**src/rtl/sprite_scene_ctrl.sv**
```systemverilog
// Sprite scene controller: debounced button drives a HOME/OPENING/DOOR/CLOSING slide, updated once per frame.
// Optional macro SCENE_DEBOUNCE_EN enables the multi-frame button debounce; otherwise the synchronized press is used directly.
module sprite_scene_ctrl #(
  parameter int STEP        = 8,
  parameter int DB_FRAMES   = 3,
  parameter int HOLD_FRAMES = 60
) (
  input  logic       clock,
  input  logic       reset,
  input  logic       enable,
  input  logic [9:0] hcount,
  input  logic [9:0] vcount,
  input  logic       select_n,
  input  logic       puerta,
  output logic [9:0] pos_x0,
  output logic [9:0] pos_x1,
  output logic [9:0] pos_x2,
  output logic [9:0] pos_x3,
  output logic [9:0] pos_y0,
  output logic [9:0] pos_y1,
  output logic [9:0] pos_y2,
  output logic [9:0] pos_y3,
  output logic [1:0] scene,
  output logic       frame_start
);

  typedef enum logic [1:0] {HOME = 2'd0, OPENING = 2'd1, DOOR = 2'd2, CLOSING = 2'd3} scene_t;

  localparam logic [9:0] HOME_X  = 10'd270;
  localparam logic [9:0] HOME_Y  = 10'd190;
  localparam logic [9:0] PARK_X  = 10'd0;
  localparam logic [9:0] PARK_Y  = 10'd490;
  localparam logic [9:0] FLOOR_Y = 10'd480;
  localparam int         RW      = $clog2(HOLD_FRAMES + 1);

  scene_t     state_q, state_d;
  logic [9:0] x0_q, y0_q, x3_q, y3_q;
  logic [9:0] x0_d, y0_d, x3_d, y3_d;
  logic [1:0] sel_sync, door_sync;
  logic       press, level_q, level_d, trigger, hold_done;
  logic [RW-1:0] rel_cnt;
  logic [10:0]   y_up, y_dn;

  // NOTE: sequential state uses non-blocking assignments so every flop samples pre-edge values.
  always_ff @(posedge clock or posedge reset) begin
    if (reset) begin
      sel_sync    <= '0;
      door_sync   <= '0;
      frame_start <= 1'b0;
    end else begin
      sel_sync    <= {sel_sync[0], select_n};
      door_sync   <= {door_sync[0], puerta};
      frame_start <= enable && (hcount == 10'd0) && (vcount == 10'd480);
    end
  end

  assign press = ~sel_sync[1] | door_sync[1];

`ifdef SCENE_DEBOUNCE_EN
  localparam int DW = $clog2(DB_FRAMES + 1);
  logic [DW-1:0] db_cnt;

  // Level flips on the DB_FRAMES-th consecutive differing sample.
  assign level_d = (press != level_q && db_cnt == DW'(DB_FRAMES - 1)) ? press : level_q;

  always_ff @(posedge clock or posedge reset) begin
    if (reset) begin
      db_cnt <= '0;
    end else if (frame_start) begin
      if (press == level_q || level_d != level_q) db_cnt <= '0;
      else                                        db_cnt <= db_cnt + 1'b1;
    end
  end
`else
  assign level_d = press;
`endif

  assign trigger   = frame_start & level_d & ~level_q;
  assign hold_done = (state_q == DOOR) && !level_d && (rel_cnt == RW'(HOLD_FRAMES - 1));

  always_ff @(posedge clock or posedge reset) begin
    if (reset) begin
      level_q <= 1'b0;
      rel_cnt <= '0;
    end else if (frame_start) begin
      level_q <= level_d;
      if (state_q == DOOR && !level_d && !hold_done) rel_cnt <= rel_cnt + 1'b1;
      else                                           rel_cnt <= '0;
    end
  end

  always_ff @(posedge clock or posedge reset) begin
    if (reset) begin
      state_q <= HOME;
      x0_q    <= HOME_X;
      y0_q    <= HOME_Y;
      x3_q    <= PARK_X;
      y3_q    <= PARK_Y;
    end else begin
      state_q <= state_d;
      x0_q    <= x0_d;
      y0_q    <= y0_d;
      x3_q    <= x3_d;
      y3_q    <= y3_d;
    end
  end

  // NOTE: every always_comb output gets a default first, so no latch can be inferred.
  always_comb begin
    state_d = state_q;
    x0_d    = x0_q;
    y0_d    = y0_q;
    x3_d    = x3_q;
    y3_d    = y3_q;
    y_up    = {1'b0, y0_q} + 11'(STEP);
    y_dn    = {1'b0, y0_q} - 11'(STEP);
    if (frame_start) begin
      case (state_q)
        HOME: if (trigger) state_d = OPENING;
        OPENING: begin
          if (y_up >= {1'b0, FLOOR_Y}) begin
            x0_d    = PARK_X;
            y0_d    = PARK_Y;
            x3_d    = HOME_X;
            y3_d    = HOME_Y;
            state_d = DOOR;
          end else begin
            y0_d = y_up[9:0];
          end
        end
        DOOR: begin
          if (hold_done) begin
            x3_d    = PARK_X;
            y3_d    = PARK_Y;
            x0_d    = HOME_X;
            y0_d    = FLOOR_Y;
            state_d = CLOSING;
          end
        end
        CLOSING: begin
          // A re-press reverses direction and suppresses this frame's step.
          if (trigger) begin
            state_d = OPENING;
          end else if (y_dn[10] || y_dn <= {1'b0, HOME_Y}) begin
            y0_d    = HOME_Y;
            state_d = HOME;
          end else begin
            y0_d = y_dn[9:0];
          end
        end
        default: state_d = HOME;
      endcase
    end
  end

  assign scene  = state_q;
  assign pos_x0 = x0_q;
  assign pos_y0 = y0_q;
  assign pos_x3 = x3_q;
  assign pos_y3 = y3_q;
  assign pos_x1 = 10'd50;
  assign pos_y1 = 10'd220;
  assign pos_x2 = 10'd500;
  assign pos_y2 = 10'd220;

endmodule

```
**config.mk**
```make
export PLATFORM = sky130hd
export DESIGN_NAME = sprite_scene_ctrl
export DESIGN_NICKNAME = d
export VERILOG_FILES = /design/src/rtl/sprite_scene_ctrl.sv
export SDC_FILE = /design/constraint.sdc
export NUM_CORES = 1
export LEC_CHECK = 0
export CORE_ASPECT_RATIO = 1.5
export CORE_MARGIN = 2
export CORE_UTILIZATION = 35
export DETAILED_ROUTE_END_ITERATION = 8
export PLACE_DENSITY = 0.69
export SLEW_MARGIN = 5
export SYNTH_ARGS = -nofsm -noshare
export SYNTH_HDL_FRONTEND = slang
export SYNTH_SLANG_ARGS = --single-unit
```
**constraint.sdc**
```tcl
create_clock -name clock -period 6 [get_ports clock]
set_input_delay 1.2 -clock clock [delete_from_list [all_inputs] [get_ports clock]]
set_output_delay 1.2 -clock clock [all_outputs]
set_load 0.05 [all_outputs]
```
Word-level counts from Yosys, hierarchy flattened
Index checks and enable logic that the tools add are counted.
{ "totals": {"reg_bits": 54, "output_inout_bits": 83, "in_bits": 25} }
{ "classes": {"addsub": 3, "mux": 21, "eq_ne": 10, "n_bitwise": 5, "n_reduce_logical": 15, "order_cmp": 2} }
{ "op_table": {"columns": ["operator", "count"], "rows": [
  ["$mux 10", 10],
  ["$pmux 10 s2", 3],
  ["$pmux 10 s3", 1],
  ["$add 10x4->11 const B", 1],
  ["$ge 11x9->1 const B", 1],
  ["$le 11x8->1 const B", 1],
  ["$sub 10x4->11 const B", 1],
  ["$eq 10x9->1 const B", 1],
  ["$logic_not 10->1", 1],
  ["$mux 2", 5],
  ["$ne 2x2->1 const B", 4],
  ["$pmux 2 s4", 1],
  ["$reduce_and 4->1", 2],
  ["$add 6x1->6 const B", 1],
  ["$eq 6x6->1 const B", 1],
  ["$mux 6", 1],
  ["$logic_and 1x1->1", 5],
  ["$reduce_and 5->1", 1],
  ["$eq 2x2->1 const B", 2],
  ["$ne 3x3->1 const B", 1],
  ["$reduce_bool 3->1", 1],
  ["$and 1x1->1", 2],
  ["$eq 2x1->1 const B", 1],
  ["$logic_not 1->1", 2],
  ["5 further kinds", 6]
]} }

Depth between registers and ports, before layout
{ "logic_depth": {"depth_word": 8, "ltp_mapped": 10, "depth_no_buf": 8} }

Worst setup path before layout
No wires, ideal clock.
{ "synth_timing": {"path_kind": "reg-to-reg", "from": "register y0_q[4] (netlist: pos_y0[4])", "to": "register state_q[1] (netlist: scene[1])", "slack_ns": 3.431, "required_ns": 5.875, "setup_ns": 0.125, "t_arrival_ns": 2.444, "stages_incl_launch_ff": 10, "path_cell_list": "dfstp_2 buf_4 inv_1 ha_1 xor2_1 a2bb2oi_1 o21ai_1 a221o_2 nor2_2 mux2_4"} }
{ "synth_via": {"elab_chain_cells": 5, "word_cells_on_any_way": 8, "cone_classes": "add/sub (2); order compare (2); eq/ne (2); reduce/logical (2)"} }
{ "synth_rtl": {"columns": ["item", "line_no", "rtl"], "rows": [
  ["start, declared", "37", "logic [9:0] x0_q, y0_q, x3_q, y3_q;"],
  ["start signal, assigned", "102", "y0_q <= y0_d;"],
  ["$sub 10x4->11", "116", "y_dn = {1'b0, y0_q} - 11'(STEP);"],
  ["$le 11x8->1", "144", "end else if (y_dn[10] || y_dn <= {1'b0, HOME_Y}) begin"],
  ["$logic_or 1x1->1", "144", null],
  ["$ne 3x3->1 (no source line)", null, null],
  ["$reduce_and 5->1 (no source line) (*)", null, null],
  ["end signal, assigned", "100", "state_q <= state_d;"],
  ["end, declared", "36", "scene_t state_q, state_d;"]
]} }
Every way passes the cells marked *; elsewhere a longest branch is shown, timed or not.
A chain may end at the register's enable or synchronous reset.

Worst setup path in the final report
{ "layout_timing": {"from": "register y0_q[5] (netlist: pos_y0[5])", "to": "output port pos_y0[5]"} }
{ "layout_rtl": {"columns": ["item", "line_no", "rtl"], "rows": [
  ["end, declared", "19", "output logic [9:0] pos_y0,"]
]} }
No word-level cell between the ends.

==> run metrics <==
GRT Overall Usage=0.130; placed inst area=0.00255 sq mm; type of the worst setup path=flop to primary output; die height=105 um; most common cell after layout, fill and taps aside=conb_1; Worst R2R Path Depth=8; insertion delay to the later sink of the worst-skew pair=0.28 ns; post-route fraction of the period consumed by the critical path=0.515; initial antenna violation count=0; worst setup slack for register-to-register paths=3.40 ns; Die W=71.2 um; total number of cells along the worst setup path=1; number of cell rows=36; register bit count reported by yosys=25; worst endpoint required time=4.80 ns; count of buffers added by post-CTS timing repair for setup=0; most frequent cells in the layout=conb_1 (59), clkdlybuf4s50_1 (48), dfrtp_1 (18), nand2_1 (17), nor2_1 (16); maximum clock skew at final layout=0.00587 ns; transition time at the pin with the least slew margin=0.946 ns; number of vias per cell after detailed routing=4.86; number of buffers inserted by hold repair at cts=0; final-report max-slew violation count=0; Die ar.=0.00745 sq mm; weighted congestion reported at the end of routability-driven placement=0.882; reg-to-reg startpoint=pos_y0[3]$_DFFE_PP1P_; unrepaired setup endpoints after global routing=no; post-route cell area=0.00260 sq mm; cells after synthesis=278; average cell area after synthesis=8.52 sq um; number of nets in the layout=340; DRC violations left=0; maximum fanout along the worst path=16; count of flip-flops with a built-in enable after synthesis=0; Slowest-stage cell, CP=clkdlybuf4s50_1; post-route ant nets=0; cell chain of the critical path=clkdlybuf4s50_1; largest stage delay on the critical path=0.87 ns; global-route wire length before repair=7.89 mm; number of placed instances, taps included=377; Fillers=668; library cells used by synthesis=66; signal arrival time at the worst endpoint=1.89 ns; sum of negative setup slack=0 ns; Total Power=0.000377 W; Hold Vio Cnt, Final=0; number of DRC violations after detailed-routing iteration 0=199; count of port buffers added during placement=48; TritonCTS sink count=25; total leakage power=1.13 nW; VDD IR-drop max=76.6 uV; power density over cell area=145 mW/mm^2; starting density of the core=0.363; sum of routed wire length over all layers=4.90 mm; cts repair resizes=0; global-route congestion overflow total=0; overall via count from detail_route=1852; share of final-layout standard cells stronger than drive strength 1=0.0820; type of element capturing the critical path=primary output; clock tree buffer depth=2; run status=finished clean; post-synthesis instance area=0.00237 sq mm; clock tree from TritonCTS=built; Inserted Clock Buffers=3; part of the Yosys area used for sequential elements=0.268; dpl hpwl=3.84 mm; non-filler instance count after layout=381; last element of the critical path=pos_y0[5]; wire per inst=12.9 um; number of maximum-capacitance constraint violations=0; Slew HR=0.369; Core Area=0.00653 sq mm; Setup crit start=pos_y0[5]$_DFFE_PP1P_; final critical delay including setup and external delays=3.09 ns; Area Growth Syn to Fin=9.88%; vias in the first global route=1686; number of I/O pins=108; kind of path behind the tightest hold check=flop to flop; drt pass-1 iters=4; final number of setup-violating endpoints=0; Startpoint Class=flop; critical path buffer and inverter count=1; Top FF cell, synth=dfrtp_1; endpoint of the worst register-to-register path=scene[1]$_DFFE_PP0P_; synth warn=0; number of diodes added for antenna fixing=0; share of flip-flops with an asynchronous set or reset=1.00; CTS Root Cell=clkbuf_8; largest net degree at the start of global routing=26; Clock Pin Slew Worst Setup and Hold Paths=0.09 ns; CTS H-tree depth=1; CP top delay family=buffers and inverters; Peak Freq=324 MHz
==> layout make-up <==
| cell class | count | area (sq um) | area share |
|---|---|---|---|
| Timing Repair Buffer | 48 | 480 | 0.185 |
| Clock buffer | 3 | 41.3 | 0.0159 |
| Inverter | 15 | 56.3 | 0.0216 |
| Sequential cell | 25 | 634 | 0.244 |
| Multi-Input combinational cell | 213 | 1290 | 0.495 |
| Clock inverter | 1 | 7.51 | 0.00288 |
| Tap cell | 76 | 95.1 | 0.0365 |
==> flip-flops by register name, indices dropped and copies added, names as in the netlist <==
name	cells
door_sync	2
rel_cnt	6
pos_x3	1
pos_x0	1
sel_sync	2
pos_y0	9
frame_start	1
scene	2
level_q	1
==> synth_stat cells, types with 2 or more instances <==
master / n / area [sq um]
buf_4: 70 / 526
dfrtp_1: 18 / 450
nand2_1: 17 / 63.8
nor2_1: 16 / 60.1
inv_1: 15 / 56.3
a21oi_1: 11 / 55.1
o21ai_0: 11 / 55.1
ha_1: 9 / 113
dfstp_2: 7 / 184
clkbuf_1: 5 / 18.8
nand3_1: 5 / 25.0
nand4_1: 5 / 31.3
nor2b_1: 5 / 31.3
nor3_1: 5 / 25.0
buf_6: 4 / 45.0
nor4_1: 4 / 25.0
o211ai_1: 4 / 30.0
and3_1: 3 / 18.8
buf_2: 3 / 15.0
o31ai_1: 3 / 22.5
a211oi_1: 2 / 15.0
a22oi_1: 2 / 15.0
a311oi_1: 2 / 17.5
a31oi_1: 2 / 12.5
a32o_1: 2 / 20.0
conb_1: 2 / 7.51
mux2i_1: 2 / 20.0
nand2b_1: 2 / 12.5
o21ai_1: 2 / 10.0
o21ba_2: 2 / 20.0
or3_1: 2 / 12.5
xor2_1: 2 / 17.5
==> worst min-delay path by stage <==
stage                     slack, ns  cells past startpoint                   start                endpoint
after global placement         0.33                      0   sel_sync[0]$_DFF_PP0_   sel_sync[1]$_DFF_PP0_
after CTS                      0.36                      0   sel_sync[0]$_DFF_PP0_   sel_sync[1]$_DFF_PP0_
after detailed placement       0.34                      0   sel_sync[0]$_DFF_PP0_   sel_sync[1]$_DFF_PP0_
after global routing           0.37                      0   sel_sync[0]$_DFF_PP0_   sel_sync[1]$_DFF_PP0_
after floorplan                0.33                      0  door_sync[0]$_DFF_PP0_  door_sync[1]$_DFF_PP0_
final                          0.35                      0   sel_sync[0]$_DFF_PP0_   sel_sync[1]$_DFF_PP0_
==> power by group <==
| part | switching (W) | internal [W] | total [W] | leakage (nW) |
|---|---|---|---|---|
| Combinational | 0.0000874 | 0.0000146 | 0.000102 | 0.791 |
| Clock | 0.0000579 | 0.0000472 | 0.000105 | 0.0217 |
| Sequential | 0.000000373 | 0.000170 | 0.000170 | 0.314 |
==> stage by stage <==
step / setup slack [ns] / util / hold slack, ns
finish: 2.91 / 0.398 / 0.353
global placement: 3.24 / 0.391 / 0.332
floorplan: 3.43 / - / 0.331
global route: 2.85 / 0.398 / 0.374
detailed placement: 3.22 / 0.391 / 0.336
CTS: 2.91 / 0.398 / 0.357
==> kinds of logic after synthesis <==
family                     share of synthesized area
DFF                                            0.268
and+or+nand+nor                                0.179
adders and majority gates                     0.0475
AOI/OAI and AO/OA                              0.193
other                                        0.00317
muxes                                         0.0195
xor gates and xnor gates                      0.0111
buffers and inverters                          0.279
==> routing by layer <==
layer	GRT usage	share of wire	routed length, um	vias up
met4	0.0512	0.021	104	0
met2	0.239	0.55	2680	89
met3	0.0212	0.069	339	9
met1	0.146	0.36	1770	858
li1	-	-	-	896
met5	0	0	0	-
(Power assumes the default switching activity.)
==> RTL change, RTL diff (config.mk and constraints unchanged) <==
Change the parameter `STEP` from 8 to 4.
--- a/src/rtl/sprite_scene_ctrl.sv
+++ b/src/rtl/sprite_scene_ctrl.sv
@@ -3,3 +3,3 @@
 module sprite_scene_ctrl #(
-  parameter int STEP        = 8,
+  parameter int STEP        = 4,
   parameter int DB_FRAMES   = 3,
Formal check against the unedited RTL: not equivalent (a bounded check fails within 4 cycles, from zero or initial values and one cycle with reset high).
==> RTL change against the unedited design <==
  * Area after synthesis fell by 4.9%
  * Sequential cell count did not move
  * Total power fell by 0.83%
  * Design area fell by 2.9%
  * Setup slack improved by 69 ps
  * Routed wire length rose by 2.6%
  * Fmax rose by 2.3%
  * Non-clock buffer count did not move
  * Combinational power barely moved
  * Largest cell class unchanged
  * Sequential power barely moved
==> RTL change: results (changes against the unedited design) <==
----------------------------------------------------
[Placement]
  Placed Instance Area ... 2480 um2 (-2.8%)
  Final weighted congestion in routability-driven placement ... 0.879 (-0.39%)
  Placed Instances ... 369 (-2.1%)
  DP Wirelength ... 3.78 mm (-1.4%)
  Placement Setup Slack ... 3240 ps (+15.9 ps)

[Global route]
  First-pass GRT wire length ... 8.09 mm (+2.5%)
  GR Util met1 ... 15.3% (+0.75 points)
  Antenna violations before repair ... 0 (unchanged)
  Vias in the first global route ... 1716 (+1.8%)
  Met2 usage in global routing ... 27.1% (+3.3 points)
  Total routing usage reported by global routing ... 14.0% (+0.98 points)
  Met3 usage in global routing ... 2.07% (-0.050 points)

[Route]
  Metal-1 WL ... 1.87 mm (+5.4%)
  Post-DR wirelength/cell ... 13.5 um (+4.8%)
  DR vias/cell ... 4.98 (+2.5%)
  Iteration-0 DRC Markers ... 212 (+6.5%)
  Wire length on met3 ... 369 um (+8.8%)
  Total wire length ... 5.03 mm (+2.6%)
  Met2 wire length ... 2.73 mm (+1.6%)

[Power and ir drop]
  Worst voltage drop across the vdd grid ... 0.0791 mV (+3.3%)
  Leakage ... 1.10 nW (-2.5%)
  Switching Fraction ... 38.0% (-0.57 points)
  Switching power total ... 0.000142 W (-2.3%)

[Yosys]
  Ranking of synthesized cells by area ... sky130_fd_sc_hd__buf_4 23%, sky130_fd_sc_hd__dfrtp_1 20%, sky130_fd_sc_hd__dfstp_2 8.2%
  Number of instances in the synthesized netlist ... 269 (-3.2%)
  Number of different library cells in the post-synthesis netlist ... 57 (-14%)
  Synthesized-area fraction occupied by adder cells ... 4.44% (-0.31 points)
  Synth Area in XOR/XNOR ... 0.777% (-0.33 points)
  Post-synthesis compound-gate area fraction ... 16.8% (-2.5 points)
  Top cell types by occurrence after synthesis ... 69 x sky130_fd_sc_hd__buf_4, 19 x sky130_fd_sc_hd__nand2_1, 18 x sky130_fd_sc_hd__dfrtp_1, 16 x sky130_fd_sc_hd__a21oi_1, 13 x sky130_fd_sc_hd__inv_1
  Share of cell area taken by muxes after synthesis ... 3.00% (+1.0 points)
  Sequential-to-total area share from yosys stat ... 28.2% (+1.4 points)

[STA]
  Least-Margin Pin Slew ... 994 ps (+48.5 ps)
  Worst setup skew after layout ... 2.82 ps (-3.05 ps)
  Max Fclk ... 331 MHz (+2.3%)
  Worst hold margin ... 360 ps (+6.59 ps)

[Setup path]
  CP Data Arrival Time ... 1820 ps (-70 ps)
  R2r setup slk ... 3320 ps (-80 ps)
  Critical path launch point ... pos_y0[4]$_DFFE_PP1P_
  Maximum fanout count along the critical path ... 14 (-2)
  Worst setup path end ... pos_y0[4]
  Stage delay of the slowest cell on the critical path ... 850 ps (-20 ps)

[Layout]
  Final Net Count ... 333 (-2.1%)
  Antenna diode count ... 0 (unchanged)
  Ratio of cells with drive above 1 in the final layout ... 6.35% (-1.8 points)

[Worst hold path]
  Hold path depth ... 0 (unchanged)

[Clock tree]
  Longest Clk Path Bufs ... 2 (unchanged)

[Run status]
  Outcome ... finished clean

----------------------------------------------------
RTL change: cell count changes after synthesis, moves of 3 or more:
cell	change
sky130_fd_sc_hd__o22ai_1	+3
sky130_fd_sc_hd__nand3_1	+4
sky130_fd_sc_hd__buf_6	-4
sky130_fd_sc_hd__nor2_1	-9
sky130_fd_sc_hd__o211ai_1	-3
sky130_fd_sc_hd__o21ai_0	-4
sky130_fd_sc_hd__nor3b_1	+3
sky130_fd_sc_hd__a21oi_1	+5
sky130_fd_sc_hd__nor3_1	+3
RTL change: final cells by class:
| type | count | area (um2) |
|---|---|---|
| well taps | 74 | 92.6 |
| fillers | 634 | 3650 |
| repair buffers | 48 | 480 |
| inverters | 13 | 48.8 |
| clock buffers | 4 | 45.0 |
| flip-flops and latches | 25 | 634 |
| multi-input cells | 209 | 1230 |
